File: src/rtl/omap_writeback_seq.sv
// Write-back sequencer: snapshots the omap, walks entries 1..NUM_PE and does a
// read-modify-write of each PE column result into the output BRAMs. Optional: WB_SATURATE_EN.
module omap_writeback_seq #(
  parameter int unsigned NUM_PE = 16,
  parameter int unsigned DW     = 16
) (
  input  logic               clk,
  input  logic               rst,
  input  logic               start,
  input  logic               acc_en,
  input  logic [NUM_PE*DW-1:0] pe_result_flat,
  output logic               omap_load,
  output logic [4:0]         done,
  input  logic [3:0]         bram_sel,
  input  logic [9:0]         bram_addr,
  output logic [3:0]         wb_sel,
  output logic [9:0]         wb_addr,
  output logic               wb_rd_en,
  input  logic [DW-1:0]      wb_rdata,
  output logic               wb_wr_en,
  output logic [DW-1:0]      wb_wdata,
  output logic               busy,
  output logic               tile_done
);

  localparam int unsigned IW = $clog2(NUM_PE);

  typedef enum logic [2:0] {IDLE, LOAD, ISSUE, WAIT, WRITE, FIN} state_t;

  state_t        state, state_nxt;
  logic [4:0]    k, k_nxt;
  logic          acc_q;
  logic [DW-1:0] pe_q [NUM_PE];

  logic          entry_invalid;
  logic          last;
  logic [DW-1:0] pe_sel;
  logic [DW:0]   sum_ext;
  logic [DW-1:0] sum_val;

  logic          omap_load_nxt, rd_nxt, wr_nxt, busy_nxt, tile_done_nxt;
  logic [4:0]    done_nxt;
  logic [3:0]    sel_nxt;
  logic [9:0]    addr_nxt;
  logic [DW-1:0] wdata_nxt;

  assign entry_invalid = ({bram_sel, bram_addr} == 14'h3FFF);
  assign last          = (k == 5'(NUM_PE));
  assign pe_sel        = pe_q[IW'(k - 5'd1)];

  // State, entry counter and registered outputs
  always_ff @(posedge clk) begin
    if (rst) begin
      state     <= IDLE;
      k         <= 5'd0;
      acc_q     <= 1'b0;
      omap_load <= 1'b0;
      done      <= 5'd0;
      wb_sel    <= 4'd0;
      wb_addr   <= 10'd0;
      wb_rd_en  <= 1'b0;
      wb_wr_en  <= 1'b0;
      wb_wdata  <= '0;
      busy      <= 1'b0;
      tile_done <= 1'b0;
    end else begin
      state     <= state_nxt;
      k         <= k_nxt;
      omap_load <= omap_load_nxt;
      done      <= done_nxt;
      wb_sel    <= sel_nxt;
      wb_addr   <= addr_nxt;
      wb_rd_en  <= rd_nxt;
      wb_wr_en  <= wr_nxt;
      wb_wdata  <= wdata_nxt;
      busy      <= busy_nxt;
      tile_done <= tile_done_nxt;
      if (state == IDLE && start) begin
        acc_q <= acc_en;
        for (int i = 0; i < NUM_PE; i++) pe_q[i] <= pe_result_flat[i*DW +: DW];
      end
    end
  end

  // Next-state and entry counter
  always_comb begin
    state_nxt = state;
    k_nxt     = k;
    case (state)
      IDLE:  if (start) state_nxt = LOAD;
      LOAD:  begin
        state_nxt = ISSUE;
        k_nxt     = 5'd1;
      end
      ISSUE: begin
        if (entry_invalid) begin
          if (last) state_nxt = FIN;
          else      k_nxt     = k + 5'd1;
        end else if (acc_q) begin
          state_nxt = WAIT;
        end else begin
          state_nxt = WRITE;
        end
      end
      WAIT:  state_nxt = WRITE;
      WRITE: begin
        if (last) begin
          state_nxt = FIN;
        end else begin
          state_nxt = ISSUE;
          k_nxt     = k + 5'd1;
        end
      end
      FIN:     state_nxt = IDLE;
      default: state_nxt = IDLE;
    endcase
  end

  // Next values of the registered outputs; strobes land one cycle after their decision
  always_comb begin
    omap_load_nxt = (state_nxt == LOAD);
    busy_nxt      = (state_nxt inside {LOAD, ISSUE, WAIT, WRITE});
    tile_done_nxt = (state_nxt == FIN);
    done_nxt      = (state_nxt inside {ISSUE, WAIT, WRITE}) ? k_nxt : 5'd0;
    sel_nxt       = wb_sel;
    addr_nxt      = wb_addr;
    rd_nxt        = 1'b0;
    wr_nxt        = 1'b0;
    wdata_nxt     = wb_wdata;
    sum_ext       = {wb_rdata[DW-1], wb_rdata} + {pe_sel[DW-1], pe_sel};
`ifdef WB_SATURATE_EN
    if (sum_ext[DW] != sum_ext[DW-1])
      sum_val = sum_ext[DW] ? {1'b1, {(DW-1){1'b0}}} : {1'b0, {(DW-1){1'b1}}};
    else
      sum_val = sum_ext[DW-1:0];
`else
    sum_val = sum_ext[DW-1:0];
`endif
    if (state == ISSUE) begin
      sel_nxt  = bram_sel;
      addr_nxt = bram_addr;
      rd_nxt   = !entry_invalid && acc_q;
    end
    if (state == WRITE) begin
      wr_nxt    = 1'b1;
      wdata_nxt = acc_q ? sum_val : pe_sel;
    end
  end

endmodule

File: config.mk
export PLATFORM = sky130hd
export DESIGN_NAME = omap_writeback_seq
export DESIGN_NICKNAME = d
export VERILOG_FILES = /design/src/rtl/omap_writeback_seq.sv
export SDC_FILE = /design/constraint.sdc
export NUM_CORES = 1
export LEC_CHECK = 0
export ABC_AREA = 0
export CAP_MARGIN = 25
export CELL_PAD_IN_SITES_DETAIL_PLACEMENT = 0
export CELL_PAD_IN_SITES_GLOBAL_PLACEMENT = 2
export CORE_MARGIN = 5
export CORE_UTILIZATION = 37
export CTS_BUF_LIST = sky130_fd_sc_hd__clkbuf_16
export CTS_CLUSTER_DIAMETER = 40
export DETAILED_ROUTE_END_ITERATION = 10
export HOLD_SLACK_MARGIN = 0.05
export PLACE_DENSITY = 0.91
export SYNTH_ARGS = -nofsm -noshare
export SYNTH_HDL_FRONTEND = slang
export SYNTH_SLANG_ARGS = --single-unit
File: constraint.sdc
create_clock -name clk -period 17 [get_ports clk]
set_input_delay 2.55 -clock clk [delete_from_list [all_inputs] [get_ports clk]]
set_output_delay 2.55 -clock clk [all_outputs]
set_load 0.05 [all_outputs]
Yosys cells after proc, flatten, opt, wreduce, memory -nomap -nowiden. Memories as Yosys holds them, arrays and structs flattened. Index checks and enable logic that the tools add are counted.

Memory bits (writable): 256. Logic and storage cells: 51. Register bits after elaboration: 49. Input bits: 290. Output and inout port bits: 40. Memories: 1.

Memory list: pe_q (depth 16, bits a word 16, read ports 1, clocked after Yosys merged registers in 0, write ports 16, line 33) `logic [DW-1:0] pe_q [NUM_PE];`.

Equality and inequality tests: 11. Bitwise operators: 2. Add/subtract/negate cells: 3. Reduce and logical (&&, ||, !) cells: 8. Muxes and demuxes: 14.

Operator list (number): $add 16x16->16 (1); $mux 16 (1); $mux 3 (5); $pmux 3 s5 (1); $pmux 5 s3 (1); $eq 14x14->1 const B (1); $eq 3x2->1 const B (4); $mux 5 (2); $eq 3x3->1 const B (3); $eq 3x1->1 const B (2); $add 5x1->5 const B (1); $eq 5x5->1 const B (1); $mux 1 (4); $reduce_bool 4->1 (1); $reduce_or 2->1 (2); $sub 4x1->4 const B (1); $logic_not 3->1 (1); $reduce_bool 3->1 (1); $logic_and 1x1->1 (2); $not 1->1 (2); $logic_not 1->1 (1).

Depth between registers and ports, before layout. Gate-level depths: netlist (run 1).

Depth after elaboration: 8. Depth in mapped cells: 22.

Worst setup path after synthesis (run 1). No wires, ideal clock.

Path type: input port to flip-flop. Start: input start. End: memory pe_q[0][0] (enable). Arrival: 8821 ps. Stages: 2. Setup time: 649 ps. Path slack: 7531 ps. Path through: nor3b_1 and2_1.

RTL lines: start: declaration (line 9) `input logic start,`; end: declaration (line 33).

Worst setup path in the final report (run 1).
Start: register k[0]. End: register wb_wdata[12].

Cells in the longest elaborated chain, start to end: 4.

RTL lines: start: declaration (line 31) `logic [4:0] k, k_nxt;`; start signal: assignment (line 68) `k <= k_nxt;`; $sub 4x1->4 * (line 49) `assign pe_sel = pe_q[IW'(k - 5'd1)];`; $mem_v2 16x16 *; $add 16x16->16 (line 130) `sum_ext = {wb_rdata[DW-1], wb_rdata} + {pe_sel[DW-1], pe_sel};`; $mux 16 * (line 146) `wdata_nxt = acc_q ? sum_val : pe_sel;`; end signal: assignment (line 75) `wb_wdata <= wdata_nxt;`; end: declaration (line 21) `output logic [DW-1:0] wb_wdata,`.

Mark *: on every way between the ends. The rest lies on a longest branch, timed or not. A chain may end at the register's enable or synchronous reset.

==> results of run 1 <==
## synth_stat cells (all sizes together) (2+ instances only)
master  number  area [µm²]
edfxtp     256        7690
mux4        64        1480
a21oi       63         330
nand2       61         229
dfxtp       49         981
nor2        33         131
buf         29         215
o21ai       26         134
a211oi      22         175
ha          20         250
nor2b       18         113
mux2i       15         150
clkbuf      13        48.8
inv         12        45.0
and2         9        56.3
xnor2        9        78.8
a21o         8        60.1
xor2         7        80.1
a31oi        6        37.5
nand2b       6        37.5
nand3        5        25.0
nand4        5        31.3
nor3         5        30.0
o31ai        4        30.0
a211o        3        26.3
and3         3        18.8
nor3b        3        22.5
o21a         3        22.5
a21boi       2        15.0
a311oi       2        17.5
o211ai       2        15.0
o22ai        2        12.5
or3          2        12.5
## stage by stage
step / instance area (µm²) / hold slack, ns / std cells
3_3_place_gp: 16400 / 0.444 / 1532
4_1_cts: 17900 / 0.454 / 1610
2_1_floorplan: 12700 / 0.564 / 782
5_1_grt: 18000 / 0.474 / 1619
6_report: 18000 / 0.453 / 1619
3_5_place_dp: 16400 / 0.447 / 1532
## power groups by stage
stage	logic (mW)	registers [mW]	clock network, mW
floorplan	0.272	0.900	0
global placement	0.422	0.891	0
detailed placement	0.426	0.893	0
CTS	0.427	0.878	0.893
global route	0.465	0.880	0.925
finish	0.422	0.875	0.873
## flip-flops by register name (all words and copies together) (netlist names)
register	flops
k	5
done	5
wb_addr	10
acc_q	1
state	3
wb_wr_en	1
wb_wdata	16
omap_load	1
wb_sel	4
wb_rd_en	1
busy	1
tile_done	1
pe_q	256
## critical path: stages (launching register included)
cell and delay [ns]:
sky130_fd_sc_hd__dfxtp_4 0.84, sky130_fd_sc_hd__inv_1 0.38, sky130_fd_sc_hd__ha_1 0.36, sky130_fd_sc_hd__xor2_4 0.13, sky130_fd_sc_hd__buf_4 0.63, sky130_fd_sc_hd__mux4_2 0.34, sky130_fd_sc_hd__mux2i_1 0.10, sky130_fd_sc_hd__a21oi_1 0.51
sky130_fd_sc_hd__inv_1 0.12, sky130_fd_sc_hd__fa_1 0.41, sky130_fd_sc_hd__nand2b_1 0.17, sky130_fd_sc_hd__a21o_1 0.20, sky130_fd_sc_hd__a211o_1 0.28, sky130_fd_sc_hd__a32oi_1 0.22, sky130_fd_sc_hd__xnor2_1 0.09, sky130_fd_sc_hd__a211o_1 0.31
sky130_fd_sc_hd__a21oi_2 0.13
## path summary, 6_finish.rpt
check | startpoint | end | depth (start not counted)
hold reg to reg | wb_addr[8] | wb_addr[8] | 2
setup reg to reg | k[0] | wb_wdata[12] | 16
hold / removal | wb_addr[8] | wb_addr[8] | 2
setup / recovery | k[0] | wb_wdata[12] | 16
## cell families (layout without fill, tap and decap cells)
logic type               after synthesis  after routing  synth area share (%)
adder cells (fa/ha/maj)               21             21                  2.12
AND/OR/NAND/NOR                      156            156                  5.90
flip-flops                           305            305                  68.0
AO/OA/AOI/OAI                        150            150                  7.49
buffers and inverters                 54            430                  2.42
multiplexers                          80             80                  12.8
XOR/XNOR                              16             16                  1.25
other                                  0              6                     0
## placed cells by master, fill, tap and decap left out, types with 3 or more instances in the layout
cell / count
sky130_fd_sc_hd__o31ai_1: 4
sky130_fd_sc_hd__mux4_1: 9
sky130_fd_sc_hd__ha_1: 19
sky130_fd_sc_hd__xor2_1: 6
sky130_fd_sc_hd__a211oi_1: 20
sky130_fd_sc_hd__dfxtp_1: 48
sky130_fd_sc_hd__buf_4: 8
sky130_fd_sc_hd__edfxtp_1: 256
sky130_fd_sc_hd__and3_1: 3
sky130_fd_sc_hd__a21oi_2: 4
sky130_fd_sc_hd__clkinvlp_4: 8
sky130_fd_sc_hd__a31oi_1: 6
sky130_fd_sc_hd__nand2b_1: 6
sky130_fd_sc_hd__and2_1: 8
sky130_fd_sc_hd__diode_2: 6
sky130_fd_sc_hd__inv_8: 4
sky130_fd_sc_hd__inv_1: 17
sky130_fd_sc_hd__a21oi_1: 59
sky130_fd_sc_hd__nor2_1: 32
sky130_fd_sc_hd__inv_6: 4
sky130_fd_sc_hd__xnor2_1: 8
sky130_fd_sc_hd__nor3b_1: 3
sky130_fd_sc_hd__mux4_2: 55
sky130_fd_sc_hd__buf_16: 3
sky130_fd_sc_hd__nand3_1: 5
sky130_fd_sc_hd__clkinv_2: 3
sky130_fd_sc_hd__nand2_1: 61
sky130_fd_sc_hd__clkbuf_16: 45
sky130_fd_sc_hd__mux2i_1: 15
sky130_fd_sc_hd__nand4_1: 5
sky130_fd_sc_hd__bufinv_16: 3
sky130_fd_sc_hd__nor2b_1: 18
sky130_fd_sc_hd__clkdlybuf4s50_1: 329
sky130_fd_sc_hd__o21ai_0: 23
sky130_fd_sc_hd__o21a_1: 3
sky130_fd_sc_hd__a211o_1: 3
sky130_fd_sc_hd__nor3_1: 4
sky130_fd_sc_hd__a21o_1: 8
sky130_fd_sc_hd__clkinv_4: 3
## layout make-up
type	instances	area, µm²	area share, %
tap	455	569	3.17
multi-input combinational	423	3790	21.1
inverter	12	45.0	0.251
clock buffer	45	1130	6.27
clock inverter	33	314	1.75
timing repair buffer	340	3440	19.1
sequential	305	8670	48.3
antenna	6	15.0	0.0835
## per-layer routing
metal | part of all wire (%) | track usage (%) | vias to the layer above | routed length (µm)
li1 | - | - | 3780 | -
met1 | 41 | 20.8 | 3803 | 13200
met2 | 49 | 27.6 | 269 | 16100
met3 | 7.0 | 4.92 | 59 | 2260
met4 | 2.8 | 5.90 | 0 | 905
met5 | 0 | 0 | - | 0
==> results by group, run 1 <==
Placed design
  • Post-Place Worst Slack: 10.94 ns
  • Routability cong.: 0.816
  • Count of input and output buffers: between 300 and 400
  • Sum of net half-perimeters after detailed placement: 23600 µm

Run
  • Reported max-cap violation count: 0

STA
  • Final Hold Viols: 0
  • Final worst path period share: 32.1%
  • Final Skew: 0.0166 ns
  • Count of pins over their slew limit: 0
  • Final-report setup violation count: 0
  • Tightest slew margin relative to the limit: 40.2%
  • Setup Total Neg Slack: 0 ns
  • Setup repair after global routing missed its margin: no
  • Post-route minimum period: 5.45 ns
  • Highest clock rate: 183 MHz
  • Measured slew at the worst slew-check pin: 0.897 ns
  • Final setup slack of the worst path: 11.55 ns

CTS
  • Number of buffers added by the clock tree synthesis step: 43
  • Number of gates resized after CTS: 0
  • Maximum buffer depth of the clock tree: 3
  • Number of buffers inserted for hold repair after clock tree synthesis: 0
  • Clock latency of the later-clocked register in the worst-skew pair: 0.53 ns
  • Number of sinks handled by clock tree synthesis: 305
  • Total setup buffers inserted after CTS: 0
  • Number of levels in the clock H-tree: 2
  • Clk root buf: sky130_fd_sc_hd__clkbuf_16
  • Clock tree from TritonCTS: yes
  • Clock edge transition at the registers on the reported setup and hold paths: 0.05 ns

Routing
  • Number of vias per cell: 4.89
  • Routed wire length: 32500 µm
  • Vias: 7911
  • Post-DRT Antenna Nets: 0
  • Number of optimization iterations in the first detailed-route pass: 4
  • DRC viols: 0
  • Violation count after the first detailed-routing iteration: about 410
  • Routed WL per cell: 20.1 µm

Global routing
  • Maximum number of pins on one net before global-route repair: 91
  • Global-route wire length before repair: 48700 µm
  • Number of antenna violations at the first check in global routing: 6
  • Via count of the first global-routing pass: roughly 8400
  • Total gr overflow: 0
  • All-Layer GR Usage: approximately 17%

Logic synthesis
  • Async set-reset flop share out of synthesis: 0%
  • Synth Area per Inst: 16.3 µm²
  • Number of warnings issued by yosys: 0
  • Synth Register Bits: between 300 and 400
  • Count of cell types in the netlist: 60
  • Dominant register cell in the synthesized netlist: sky130_fd_sc_hd__edfxtp_1
  • Total standard cell area after synthesis: 12700 µm²
  • Sequential element share of the synthesized area: roughly 70%
  • Synthesized netlist cell count: 782
  • Count of flip-flops with a built-in enable after synthesis: 256
  • Number of nets produced by synthesis: 1093

Power
  • Cell-internal power: 1.60 mW
  • Power density over cell area: 121 nW/µm²
  • Largest vdd supply drop: 0.0939 mV
  • Static Leakage: 6.10 nW
  • Fraction of power consumed by sequential logic: 40.3%
  • Total power after layout: 2.17 mW
  • Sw power: roughly 0.57 mW
  • Clock group share of total power: 40.2%
  • Combinational cell fraction of total power: 19.4%
  • Share of total power consumed by net switching: 26.2%

Setup path
  • Largest fanout on the critical path: 64
  • Startpoint-to-endpoint class of the critical path: register to register
  • Arrival time reported for the critical path endpoint: 5.91 ns
  • Crit end category: register
  • CP required: approximately 17 ns
  • Critical path startpoint category: register
  • Reg-to-reg slack, setup: roughly 12 ns

Min path
  • Path class of the lowest-slack min-delay path: register to register

Die
  • Standard cell core area: between 30000 and 40000 µm²
  • Cell row count: 68
  • Die outline height: 196 µm
  • Starting density of the core: 37.2%
  • Die width: approximately 200 µm
  • Boundary pin count: 330
  • Die ar.: 38300 µm²

Finish
  • Growth of design area from synthesis to finish: 41.0%
  • Filler cells: 2825
  • Layout cells sized above 1: 13.3%
  • Final core utilization: 52.4%
  • Net count reported at finish: 1436

Outcome
  • Run status: finished, final reports clean
No activity file was read; power rests on OpenSTA's default activity.
==> run 2, diff against run 1 <==
--- a/config.mk
+++ b/config.mk
@@ -10,12 +10,12 @@
 export CELL_PAD_IN_SITES_DETAIL_PLACEMENT = 0
 export CELL_PAD_IN_SITES_GLOBAL_PLACEMENT = 2
 export CORE_MARGIN = 5
-export CORE_UTILIZATION = 37
+export CORE_UTILIZATION = 34
 export CTS_BUF_LIST = sky130_fd_sc_hd__clkbuf_16
 export CTS_CLUSTER_DIAMETER = 40
 export DETAILED_ROUTE_END_ITERATION = 10
 export HOLD_SLACK_MARGIN = 0.05
-export PLACE_DENSITY = 0.91
+export PLACE_DENSITY = 0.85
 export SYNTH_ARGS = -nofsm -noshare
 export SYNTH_HDL_FRONTEND = slang
 export SYNTH_SLANG_ARGS = --single-unit
==> constraint.sdc (replaced) <==
create_clock -name clk -period 5.2 [get_ports clk]
set_input_delay 0.78 -clock clk [delete_from_list [all_inputs] [get_ports clk]]
set_output_delay 0.78 -clock clk [all_outputs]
set_load 0.05 [all_outputs]
==> run 2 against run 1 <==
Against the previous run:
- sequential share of layout area decreased by 0.24 points
- clock-buffer cell count decreased by 1
- clock power increased to 3.4 times the previous value
- cell count increased by 1.4%
- sequential power increased to 3.2 times the previous value
- first-iteration DRC count increased by 2.0%
- die area increased by 8.4%
- critical endpoint is now wb_wdata[11]
==> results by group, run 2 (synthesis gave the netlist of run 1 again) <==
Outcome
  • Run status: finished, final reports clean

CTS
  • Clock latency of the later-clocked register in the worst-skew pair: 0.54 ns (about the same)
  • Number of buffers added by the clock tree synthesis step: 43 (unchanged)
  • Clk root buf: sky130_fd_sc_hd__clkbuf_16
  • Number of levels in the clock H-tree: 2 (unchanged)
  • Number of sinks handled by clock tree synthesis: 305 (unchanged)
  • Number of gates resized after CTS: 0 (unchanged)
  • Maximum buffer depth of the clock tree: 3 (unchanged)
  • Number of buffers inserted for hold repair after clock tree synthesis: 0 (unchanged)
  • Clock tree from TritonCTS: yes
  • Clock edge transition at the registers on the reported setup and hold paths: 0.05 ns (about the same)
  • Total setup buffers inserted after CTS: 0 (unchanged)

Power
  • Static Leakage: 6.14 nW (+0.70%)
  • Total power after layout: 7.24 mW (+230%)
  • Power density over cell area: 401 nW/µm² (+230%)
  • Cell-internal power: 5.39 mW (+240%)
  • Clock group share of total power: 41.0% (+0.8 points)
  • Sw power: 1.85 mW (+220%)
  • Combinational cell fraction of total power: 19.8% (+0.4 points)
  • Largest vdd supply drop: 0.267 mV (+180%)
  • Share of total power consumed by net switching: 25.5% (-0.75 points)
  • Fraction of power consumed by sequential logic: 39.2% (-1.1 points)

Finish
  • Final core utilization: 48.4% (-4.0 points)
  • Layout cells sized above 1: 13.1% (-0.21 points)
  • Growth of design area from synthesis to finish: 41.7%
  • Leading cell types in the layout, fill and taps excluded: sky130_fd_sc_hd__clkdlybuf4s50_1 (329), sky130_fd_sc_hd__edfxtp_1 (256), sky130_fd_sc_hd__nand2_1 (61), sky130_fd_sc_hd__a21oi_1 (59), sky130_fd_sc_hd__mux4_2 (55)
  • Final Instance Area: 18100 µm² (+0.49%)
  • Post-Layout Cell Count: 1641 (+1.4%)
  • Registers with the most flip-flops: pe_q (256), wb_wdata (16), wb_addr (10)
  • Number of flip-flops under the largest register name: 256 (unchanged)
  • Net count reported at finish: 1438 (+0.14%)
  • Commonest non-fill, non-tap cell in the layout: sky130_fd_sc_hd__clkdlybuf4s50_1
  • Register bank with the most flops: pe_q

Routing
  • Number of optimization iterations in the first detailed-route pass: 4 (unchanged)
  • Post-DRT Antenna Nets: 0 (unchanged)
  • Number of vias per cell: 4.87 (-0.37%)
  • Routed wire length: 34100 µm (+5.1%)
  • DRC viols: 0 (unchanged)
  • Vias: 7989 (+0.99%)
  • Violation count after the first detailed-routing iteration: 416 (+2.0%)
  • Routed WL per cell: 20.8 µm (+3.7%)

STA
  • Final-report setup violation count: 0 (unchanged)
  • Measured slew at the worst slew-check pin: 0.884 ns (-0.0137 ns)
  • Final Skew: 0.0291 ns (+0.0125 ns)
  • Count of pins over their slew limit: 0 (unchanged)
  • Final Hold Viols: 0 (unchanged)
  • Highest clock rate: 219 MHz (+19%)
  • Final setup slack of the worst path: 0.626 ns (-10.92 ns)
  • Setup Total Neg Slack: 0 ns (unchanged)
  • Final worst path period share: 88.0% (+56 points)
  • Setup repair after global routing missed its margin: no
  • Tightest slew margin relative to the limit: 41.1% (+0.91 points)
  • Post-route worst hold slack: 0.454 ns (+0.000540 ns)
  • Post-route minimum period: 4.57 ns (-0.877 ns)

Global routing
  • Maximum number of pins on one net before global-route repair: 69 (-24%)
  • Number of antenna violations at the first check in global routing: 11 (+5)
  • Global-route wire length before repair: 50900 µm (+4.5%)
  • All-Layer GR Usage: 16.2% (-0.44 points)
  • Total gr overflow: 0 (unchanged)
  • Via count of the first global-routing pass: 8594 (+2.0%)

Placed design
  • Sum of net half-perimeters after detailed placement: 25400 µm (+7.7%)
  • Number of placed instances with taps included: 1556 (+1.6%)
  • Post-Place Worst Slack: 0.648 ns (-10.29 ns)
  • Area post-placement: 16600 µm² (+0.75%)
  • Routability cong.: 0.822 (+0.70%)
  • Count of input and output buffers: 329 (unchanged)

Setup path
  • R2R depth: 14 (-2)
  • Crit end category: register
  • Critical path startpoint category: register
  • Critical-path cell with the highest stage delay: sky130_fd_sc_hd__ha_4
  • Setup crit start: k[1]
  • Largest fanout on the critical path: 43 (-33%)
  • Critical path's largest stage delay: 0.73 ns (-0.11 ns)
  • Startpoint-to-endpoint class of the critical path: register to register
  • Reg2Reg Launch Point: k[1]
  • Most frequent CP cell: sky130_fd_sc_hd__a211oi_1
  • CP required: 5.62 ns (-11.83 ns)
  • Critical path, cell by cell: inv_1 > ha_4 > mux4_2 > nor2b_1 > a211oi_1 > a21oi_1 > ha_1 > a211o_1 > a211oi_1 > nor2_1 > a41oi_1 > xnor2_1 > nand2_1 > a311oi_1
  • Arrival time reported for the critical path endpoint: 4.99 ns (-0.92 ns)

Die
  • Die width: 204 µm (+4.1%)
  • Starting density of the core: 34.2% (-3.0 points)
  • Die outline height: 204 µm (+4.1%)
  • Standard cell core area: 37300 µm² (+8.8%)
  • Cell row count: 71 (+4.4%)
  • Die ar.: 41500 µm² (+8.4%)
  • Boundary pin count: 330 (unchanged)

Min path
  • Path class of the lowest-slack min-delay path: register to register
  • Hold Path Depth: 2 (unchanged)
  • Hold wc startpoint: wb_addr[0]

Run
  • Reported max-cap violation count: 0 (unchanged)
run 2: changes by cell type in the layout (fill, tap and decap cells not counted):
cell / before / now
sky130_fd_sc_hd__inv_8: 4 / 0
sky130_fd_sc_hd__buf_16: 3 / 0
sky130_fd_sc_hd__clkbuf_16: 45 / 44
sky130_fd_sc_hd__clkinv_4: 3 / 1
sky130_fd_sc_hd__clkinv_1: 2 / 7
sky130_fd_sc_hd__inv_6: 4 / 7
sky130_fd_sc_hd__clkinvlp_4: 8 / 4
sky130_fd_sc_hd__bufinv_16: 3 / 7
sky130_fd_sc_hd__buf_12: 0 / 5
run 2: routing by layer:
metal / GRT usage, % / part of all wire (%)
met1: 20.5 / 41
met2: 26.2 / 49
met4: 4.94 / 1.9
met5: 0 / 0.17
met3: 5.74 / 8.0
run 2: power groups by stage:
stage                     Clock [mW]  Sequential [mW]  Combinational, mW
after floorplan                    0             2.93              0.888
after global placement             0             2.88               1.44
after detailed placement           0             2.89               1.45
after CTS                       3.04             2.84               1.45
after global routing            3.16             2.85               1.56
final                           2.97             2.84               1.43
run 2: path summary, 6_finish.rpt:
check / slack, ns / to
worst max register to register: 0.63 / wb_wdata[11]
worst min-delay path: 0.45 / wb_addr[0]
worst min register to register: 0.45 / wb_addr[0]
worst max-delay path: 0.63 / wb_wdata[11]
run 2: cell type report:
class                           instances  area [µm²]
Fill cell                            3244       19200
Sequential cell                       305        8670
Multi-Input combinational cell        423        3790
Timing Repair Buffer                  342        3450
Clock buffer                           44        1100
Tap cell                              474         593
Clock inverter                         35         387
Inverter                               12        45.0
Antenna cell                            6        15.0
run 2: critical path: cells and delay by family, from the launching register on:
| family | cells | cell delay (ns) |
|---|---|---|
| xor+xnor | 1 | 0.15 |
| flops | 1 | 0.44 |
| compound gates | 6 | 1.91 |
| buf+inv | 1 | 0.15 |
| fa+ha+maj | 2 | 1.01 |
| simple gates | 3 | 0.36 |
| mux | 1 | 0.39 |
==> run 3, diff against run 2 <==
--- a/config.mk
+++ b/config.mk
@@ -9,7 +9,7 @@
 export CAP_MARGIN = 25
 export CELL_PAD_IN_SITES_DETAIL_PLACEMENT = 0
 export CELL_PAD_IN_SITES_GLOBAL_PLACEMENT = 2
-export CORE_MARGIN = 5
+export CORE_MARGIN = 2
 export CORE_UTILIZATION = 34
 export CTS_BUF_LIST = sky130_fd_sc_hd__clkbuf_16
 export CTS_CLUSTER_DIAMETER = 40
==> run 3 against run 2 <==
Against the previous run:
- first-iteration DRC count grew 19%
- via count increased by 0.20%
- clock-buffer cell count unchanged
- sequential share of layout area barely moved
- power decreased by 0.78%
- register-to-register slack improved by 0.04 ns
- die area is 5.8% lower
- cell count is 0.30% lower
- clock power decreased by 2%
- largest power group unchanged
- fmax grew 0.84%
==> results by group, run 3 (synthesis gave the netlist of run 1 again) <==
Outcome
  • Run status: finished, final reports clean

Setup path
  • Startpoint-to-endpoint class of the critical path: register to register
  • Crit end category: register
  • Critical path, cell by cell: inv_1 > ha_1 > xor2_4 > buf_4 > a211oi_1 > a21oi_1 > ha_1 > inv_1 > fa_1 > nand2b_1 > a21o_1 > a211o_1 > a32oi_1 > xnor2_1 > a211o_1 > a21oi_2
  • Largest fanout on the critical path: 16 (-63%)
  • Critical path's largest stage delay: 0.70 ns (-0.03 ns)
  • Critical path startpoint category: register
  • R2R depth: 16 (+2)
  • Critical-path cell with the highest stage delay: sky130_fd_sc_hd__xor2_4
  • CP required: 5.68 ns (+0.06 ns)
  • Arrival time reported for the critical path endpoint: 5.01 ns (+0.02 ns)

STA
  • Final Hold Viols: 0 (unchanged)
  • Final Skew: 0.0309 ns (+0.00183 ns)
  • Tightest slew margin relative to the limit: 38.4% (-2.7 points)
  • Post-route minimum period: 4.54 ns (-0.0382 ns)
  • Highest clock rate: 220 MHz (+0.84%)
  • Measured slew at the worst slew-check pin: 0.920 ns (+0.0362 ns)
  • Setup Total Neg Slack: 0 ns (unchanged)
  • Post-route worst hold slack: 0.451 ns (-0.00239 ns)
  • Final worst path period share: 87.2% (-0.73 points)
  • Final setup slack of the worst path: 0.664 ns (+0.0382 ns)
  • Final-report setup violation count: 0 (unchanged)
  • Count of pins over their slew limit: 0 (unchanged)
  • Setup repair after global routing missed its margin: no

Min path
  • Hold Path Depth: 2 (unchanged)
  • Path class of the lowest-slack min-delay path: register to register

CTS
  • Clock edge transition at the registers on the reported setup and hold paths: 0.05 ns (about the same)
  • Number of buffers added by the clock tree synthesis step: 43 (unchanged)
  • Maximum buffer depth of the clock tree: 3 (unchanged)
  • Clk root buf: sky130_fd_sc_hd__clkbuf_16
  • Number of gates resized after CTS: 0 (unchanged)
  • Number of buffers inserted for hold repair after clock tree synthesis: 0 (unchanged)
  • Clock latency of the later-clocked register in the worst-skew pair: 0.57 ns (+0.03 ns)
  • Clock tree from TritonCTS: yes
  • Number of levels in the clock H-tree: 2 (unchanged)
  • Total setup buffers inserted after CTS: 0 (unchanged)
  • Number of sinks handled by clock tree synthesis: 305 (unchanged)

Die
  • Boundary pin count: 330 (unchanged)
  • Die outline height: 198 µm (-2.9%)
  • Standard cell core area: 36800 µm² (-1.4%)
  • Starting density of the core: 34.7% (+0.49 points)
  • Cell row count: 70 (-1.4%)
  • Die ar.: 39100 µm² (-5.8%)
  • Die width: 198 µm (-2.9%)

Placed design
  • Sum of net half-perimeters after detailed placement: 24500 µm (-3.5%)
  • Post-Place Worst Slack: 0.597 ns (-0.0510 ns)
  • Count of input and output buffers: 329 (unchanged)
  • Routability cong.: 0.784 (-4.6%)

Routing
  • Vias: 8005 (+0.20%)
  • DRC viols: 0 (unchanged)
  • Post-DRT Antenna Nets: 0 (unchanged)
  • Routed wire length on met2: 16300 µm (-1.7%)
  • Met3 routed WL: 2590 µm (-5.5%)
  • Number of optimization iterations in the first detailed-route pass: 5 (+1)
  • Violation count after the first detailed-routing iteration: 495 (+19%)
  • Number of vias per cell: 4.89 (+0.51%)
  • Length of routed wiring on met1: 13800 µm (-1.9%)
  • Routed WL per cell: 20.4 µm (-1.8%)
  • Top layer in use: met5
  • Routed wire length: 33400 µm (-2.1%)

Finish
  • Commonest non-fill, non-tap cell in the layout: sky130_fd_sc_hd__clkdlybuf4s50_1
  • Number of flip-flops under the largest register name: 256 (unchanged)
  • Registers with the most flip-flops: pe_q (256), wb_wdata (16), wb_addr (10)
  • Growth of design area from synthesis to finish: 41.6% (about the same)
  • Layout cells sized above 1: 13.5% (+0.38 points)
  • Register bank with the most flops: pe_q
  • Net count reported at finish: 1442 (+0.28%)
  • Leading cell types in the layout, fill and taps excluded: sky130_fd_sc_hd__clkdlybuf4s50_1 (329), sky130_fd_sc_hd__edfxtp_1 (256), sky130_fd_sc_hd__nand2_1 (61), sky130_fd_sc_hd__a21oi_1 (59), sky130_fd_sc_hd__mux4_2 (55)

Global routing
  • Via count of the first global-routing pass: 8360 (-2.7%)
  • Total gr overflow: 0 (unchanged)
  • Number of antenna violations at the first check in global routing: 4 (-7)
  • Global-route wire length before repair: 49500 µm (-2.8%)
  • Maximum number of pins on one net before global-route repair: 69 (unchanged)
  • All-Layer GR Usage: 17.3% (+1.1 points)

Power
  • Static Leakage: 6.16 nW (+0.28%)
  • Largest vdd supply drop: 0.314 mV (+18%)
  • Power density over cell area: 398 nW/µm² (-0.77%)
  • Total power after layout: 7.18 mW (-0.78%)

Run
  • Reported max-cap violation count: 0 (unchanged)
-- run 3: changes by cell type in the layout (fill, tap and decap cells not counted), sizes merged --
cell and delta:
inv -1, buf +4, clkinvlp -4, clkinv +7
diode -3, bufinv -2
-- run 3: worst paths after layout --
path,endpoint,slack [ns],startpoint
worst max-delay path,wb_wdata[12],0.66,k[1]
worst max register to register,wb_wdata[12],0.66,k[1]
worst min register to register,wb_addr[0],0.45,wb_addr[0]
worst min-delay path,wb_addr[0],0.45,wb_addr[0]
-- run 3: metal layers --
layer / GRT usage [%] / vias to the layer above
met5: 0 / -
met4: 5.43 / 2
met3: 5.79 / 49
met2: 28.8 / 293
met1: 21.2 / 3859
li1: - / 3802
-- run 3: worst max-delay path, delay by kind of cell, from the launching register on --
kind | cells | cell delay [ns]
compound gates | 7 | 1.55
fa+ha+maj | 3 | 0.95
xor+xnor | 2 | 0.80
buf+inv | 3 | 0.55
simple gates | 1 | 0.18
flops | 1 | 0.43
-- run 3: power by group --
part,switching (mW),internal (mW),leakage [nW]
clock,1.10,1.81,0.726
combinational,0.733,0.704,2.66
sequential,0.0408,2.80,2.77
-- run 3: area by class of cell --
type / count / area [µm²]
Fill cell: 3179 / 18700
Antenna cell: 3 / 7.51
Sequential cell: 305 / 8670
Inverter: 12 / 45.0
Clock inverter: 35 / 345
Tap cell: 468 / 586
Multi-Input combinational cell: 423 / 3790
Clock buffer: 44 / 1100
Timing Repair Buffer: 346 / 3510
-- run 3: metrics by stage --
step / util, % / area, µm² / instances
final: 49.1 / 18100 / 1636
after detailed placement: 45.1 / 16600 / 1554
after CTS: 49.1 / 18100 / 1633
after global placement: 45.1 / 16600 / 1554
after global routing: 49.1 / 18100 / 1636
after floorplan: - / 12800 / 782
